### src/rtl/pc_sequencer.sv
// pc_sequencer: program-counter sequencer for the RV32I fetch stage.
// Holds the fetch PC, computes the sequential successor, arbitrates
// trap / redirect / halt / stall requests and presents the PC to
// instruction memory through a valid/ready handshake. All outputs except
// pc_plus_o are registered; there is no combinational input-to-pc_o path.
//
// Handshake: pc_o is a fetch request whenever pc_valid_o=1. The request is
// consumed only at a rising edge where pc_valid_o=1 and imem_ready_i=1.
// While pc_valid_o=1 and imem_ready_i=0, pc_o is held stable unless a trap
// or redirect replaces it; the dropped request is not replayed.

module pc_sequencer #(
  parameter int unsigned     XLEN         = 32,
  parameter logic [XLEN-1:0] RESET_VECTOR = 32'h00010000,
  parameter int unsigned     IALIGN       = 4
) (
  input  logic            clk,
  input  logic            rst,
  input  logic            stall_i,
  input  logic            redirect_valid_i,
  input  logic [XLEN-1:0] redirect_target_i,
  input  logic            trap_valid_i,
  input  logic [XLEN-1:0] trap_vector_i,
  input  logic            halt_i,
  input  logic            resume_i,
  input  logic            imem_ready_i,
  output logic [XLEN-1:0] pc_o,
  output logic            pc_valid_o,
  output logic [XLEN-1:0] pc_plus_o,
  output logic            misalign_o,
  output logic [XLEN-1:0] misalign_addr_o,
  output logic [1:0]      state_o
);

  // Number of PC low bits that must be zero for an aligned address.
  localparam int unsigned     ALIGN_BITS = (IALIGN == 2) ? 1 : 2;
  localparam logic [XLEN-1:0] ALIGN_MASK = {{(XLEN - ALIGN_BITS){1'b1}}, {ALIGN_BITS{1'b0}}};
  localparam logic [XLEN-1:0] STEP       = XLEN'(IALIGN);

  typedef enum logic [1:0] {
    ST_BOOT  = 2'd0,
    ST_RUN   = 2'd1,
    ST_HALT  = 2'd2,
    ST_FAULT = 2'd3
  } state_t;

  state_t          state_q;
  logic [XLEN-1:0] pc_q;
  logic            pc_valid_q;
  logic            misalign_q;
  logic [XLEN-1:0] misalign_addr_q;

  logic [XLEN-1:0] trap_target;
  logic            target_misaligned;
  logic            fetch_advance;

  // Trap vectors are forced onto an instruction boundary rather than rejected.
  assign trap_target       = trap_vector_i & ALIGN_MASK;
  assign target_misaligned = |redirect_target_i[ALIGN_BITS-1:0];
  // Sequential advance needs no stall and an accepted fetch (valid is always 1 in RUN).
  assign fetch_advance     = !stall_i && !(pc_valid_q && !imem_ready_i);

  // Sequencer FSM: next PC, request valid, state and misalign reporting.
  always_ff @(posedge clk) begin
    if (rst) begin
      state_q         <= ST_BOOT;
      pc_q            <= RESET_VECTOR;
      pc_valid_q      <= 1'b0;
      misalign_q      <= 1'b0;
      misalign_addr_q <= '0;
    end else begin
      // misalign_o is a single-cycle pulse; only the fault branch raises it.
      misalign_q <= 1'b0;
      case (state_q)
        ST_BOOT: begin
          state_q    <= ST_RUN;
          pc_valid_q <= 1'b1;
          if (trap_valid_i) begin
            pc_q <= trap_target;
          end
        end
        ST_RUN: begin
          if (trap_valid_i) begin
            pc_q       <= trap_target;
            pc_valid_q <= 1'b1;
          end else if (redirect_valid_i && !target_misaligned) begin
            pc_q       <= redirect_target_i;
            pc_valid_q <= 1'b1;
          end else if (redirect_valid_i) begin
            misalign_q      <= 1'b1;
            misalign_addr_q <= redirect_target_i;
            pc_valid_q      <= 1'b0;
            state_q         <= ST_FAULT;
          end else if (halt_i) begin
            pc_valid_q <= 1'b0;
            state_q    <= ST_HALT;
          end else if (fetch_advance) begin
            pc_q <= pc_q + STEP;
          end
        end
        ST_HALT: begin
          if (trap_valid_i) begin
            pc_q       <= trap_target;
            pc_valid_q <= 1'b1;
            state_q    <= ST_RUN;
          end else if (resume_i && !halt_i) begin
            pc_valid_q <= 1'b1;
            state_q    <= ST_RUN;
          end
        end
        ST_FAULT: begin
          if (trap_valid_i) begin
            pc_q       <= trap_target;
            pc_valid_q <= 1'b1;
            state_q    <= ST_RUN;
          end
        end
        default: begin
          state_q    <= ST_BOOT;
          pc_valid_q <= 1'b0;
        end
      endcase
    end
  end

  assign pc_o            = pc_q;
  assign pc_valid_o      = pc_valid_q;
  assign pc_plus_o       = pc_q + STEP;
  assign misalign_o      = misalign_q;
  assign misalign_addr_o = misalign_addr_q;
  assign state_o         = state_q;

endmodule

### config.mk
export PLATFORM = sky130hd
export DESIGN_NAME = pc_sequencer
export DESIGN_NICKNAME = d
export VERILOG_FILES = /design/src/rtl/pc_sequencer.sv
export SDC_FILE = /design/constraint.sdc
export NUM_CORES = 1
export LEC_CHECK = 0
export CORE_MARGIN = 1.5
export CORE_UTILIZATION = 38
export DETAILED_ROUTE_END_ITERATION = 8
export GPL_TIMING_DRIVEN = 0
export PLACE_DENSITY_LB_ADDON = 0.12
export RECOVER_POWER = 100
export SKIP_LAST_GASP = 1
export SYNTH_ARGS = -nofsm -noshare
export SYNTH_HDL_FRONTEND = slang
export SYNTH_SLANG_ARGS = --single-unit
### constraint.sdc
create_clock -name clk -period 1.8 [get_ports clk]
set_clock_uncertainty 0.1 [all_clocks]
set_input_delay 0.36 -clock clk [delete_from_list [all_inputs] [get_ports clk]]
set_output_delay 0.36 -clock clk [all_outputs]
set_load 0.005 [all_outputs]
==> run metrics <==
routability cong. 0.913; Yosys warnings 0; Synth top cells by count nand2_1, dfxtp_1, a21oi_1; Pre-antenna DRT Iters 5; fin cells 906; wire length per cell 23.3 um; Worst Setup Path Type reg -> out; Fmax 399 MHz; Max VDD drop 0.430 mV; die area 10700 um^2; Post-DP Area 5780 um^2; clock group share of total power 0.325; EDFF count, synth 0; cell area after layout 7630 um^2; clock sinks 68; period utilisation layout 1.39; Comb power frac 0.298; post-synthesis cell area 3840 um^2; Area Growth Syn to Fin 98.9%; CP endpoint kind output port; # hold bufs at CTS 0; CP arrival 2050 ps; Leakage 3.16 nW; share of cells above drive strength 1 0.408; top-count cell post-synth nand2_1; sequential share of power 0.377; number of global-route vias before repair 5048; Sequential Area 1430 um^2; CTS tree done; ant diodes 0; core area 9770 um^2; H-tree levels 3; DP HPWL 11500 um; Worst-path clk slew 80 ps; Max Cap Viol 0; switching share of power 0.312; required time of the worst setup path 1340 ps; Util after Layout 0.781; HP Class in -> reg; Routed WL 21100 um; via count 5474; Psw 0.00141 W; async set-or-reset flop fraction in the synthesized netlist 0; Post-Syn Instances 493; placed cells 795; sequential area share after synthesis 0.355; RSZ-0062 raised after global routing yes; leading post-synthesis cells by cell area dfxtp_1, nand2_1, a21oi_1; Row Count 36; Die Wd 103 um; IO Pins 172; gr usage total 0.335; Final Net Count 841; initial antenna violation count 0; status finished with violations; hold_ws 293 ps; synthesized flop and latch total 68; first-pass GRT wire length 26700 um; post-synth top area share 0.355; worst r2r src state_o[1]; # DRC 0; Fillers 654; min cycle time layout 2510 ps; crit path from pc_o[3]; initial core utilization 0.392; worst slew pin tran 760 ps; global route overflow 0; Distinct cells, synth 60; Min-Delay Startpoint redirect_target_i[1]; failing checks setup timing; largest area contributor in the netlist dfxtp_1; IO Port Bufs 169; crit-path max FO 3; vias per inst 6.04; largest net degree at the start of global routing 13; # setup viols final 87; final slew viol count 0; Pint 0.00312 W; Routed Antenna Nets 0; Syn Nets 566; PnR worst setup slack -705 ps; Worst Setup Start Kind flip-flop; CTS buffer count 9; Slew HR 0.493; Pwr Density 595 nW/um^2; final-report hold violation count 0; Clock Latency Late Sink 350 ps; area of the multi-input gates 2940 um^2; Synth Flop Type dfxtp_1; Total Power 0.00454 W; root buffer cell clkbuf_8; Clock Path Buffers 2; Syn Area/Cell 7.78 um^2; 1st-iter DRT viols 533; chip height 103 um
## through the flow
step	TNS, ps	setup slack [ps]
floorplan	-172	-42.1
global placement	-87260	-1580
global route	-27180	-765
detailed placement	-89700	-1580
finish	-23360	-705
CTS	-14910	-626
## cell usage in the layout, fill, tap and decap left out, types with 5 or more instances in the layout
| cell | count |
|---|---|
| a21oi_1 | 39 |
| a21oi_2 | 5 |
| a22oi_1 | 7 |
| a31oi_1 | 5 |
| and3_4 | 5 |
| buf_2 | 26 |
| buf_4 | 70 |
| buf_6 | 44 |
| clkbuf_2 | 12 |
| clkbuf_8 | 12 |
| clkdlybuf4s50_1 | 103 |
| dfxtp_1 | 39 |
| dfxtp_2 | 15 |
| dfxtp_4 | 14 |
| dlygate4sd2_1 | 7 |
| dlygate4sd3_1 | 23 |
| inv_1 | 13 |
| nand2_1 | 84 |
| nand3_1 | 5 |
| nand3_4 | 6 |
| nand4_1 | 11 |
| nor2_1 | 29 |
| nor2_2 | 5 |
| nor2_4 | 5 |
| nor3_1 | 6 |
| nor3_2 | 6 |
| nor4_4 | 5 |
| o21ai_0 | 6 |
| o32ai_1 | 6 |
| xnor2_1 | 7 |
| xnor2_2 | 16 |
## worst max-delay path, stage by stage, from the launching register on
cell and delay [ps]:
dfxtp_4 380, ha_4 140, and4_4 220, buf_6 100, nand4_1 120, buf_4 180
nor4_4 260, or2_4 200, buf_6 90
## per-layer routing
metal,track usage,vias up,share of wire
li1,-,2343,-
met3,0.0948,140,0.11
met5,0,-,0
met2,0.537,416,0.46
met1,0.409,2575,0.37
met4,0.175,0,0.064
## power by group through the flow
stage | clock (W) | combinational (W) | sequential, W
floorplan | 0 | 0.000419 | 0.00171
global placement | 0 | 0.000986 | 0.00172
detailed placement | 0 | 0.000997 | 0.00172
CTS | 0.00147 | 0.00117 | 0.00169
global route | 0.00154 | 0.00141 | 0.00172
finish | 0.00147 | 0.00135 | 0.00171
## path summary, 6_finish.rpt
kind | end | slack [ps] | depth (start not counted)
min | misalign_addr_o[1] | 290 | 3
min reg2reg | misalign_addr_o[28] | 360 | 2
max reg2reg | pc_o[14] | -390 | 8
max | pc_plus_o[20] | -710 | 8
## timing repair
item | in CTS | in global routing
cloned | 4 | 2
gates resized for setup | 294 | 90
endpoints found under the hold margin | 0 | 0
endpoints found under the setup margin | 107 | 103
pin swaps | 74 | 48
buffers inserted | 88 | 30
## logic make-up after synthesis
kind of cell             after synthesis  synth area share
AO/OA/AOI/OAI                        137             0.256
XOR/XNOR                              25            0.0571
adder cells (fa/ha/maj)                1           0.00326
buffers and inverters                 56            0.0727
flip-flops                            68             0.355
AND/OR/NAND/NOR                      206             0.256
## registers in the layout, indices dropped and copies added, names as in the netlist
signal / flops
pc_valid_o: 1
misalign_o: 1
pc_o: 32
misalign_addr_o: 32
state_o: 2
## final cells by class
cell class                 count  area share
sequential                    68       0.188
inverter                      13     0.00640
multi-input combinational    370       0.385
clock buffer                  11      0.0185
clock inverter                 5      0.0112
buffer                        38      0.0489
tap                          133      0.0218
timing repair buffer         268       0.320
Power figures use the tool's default switching activity.
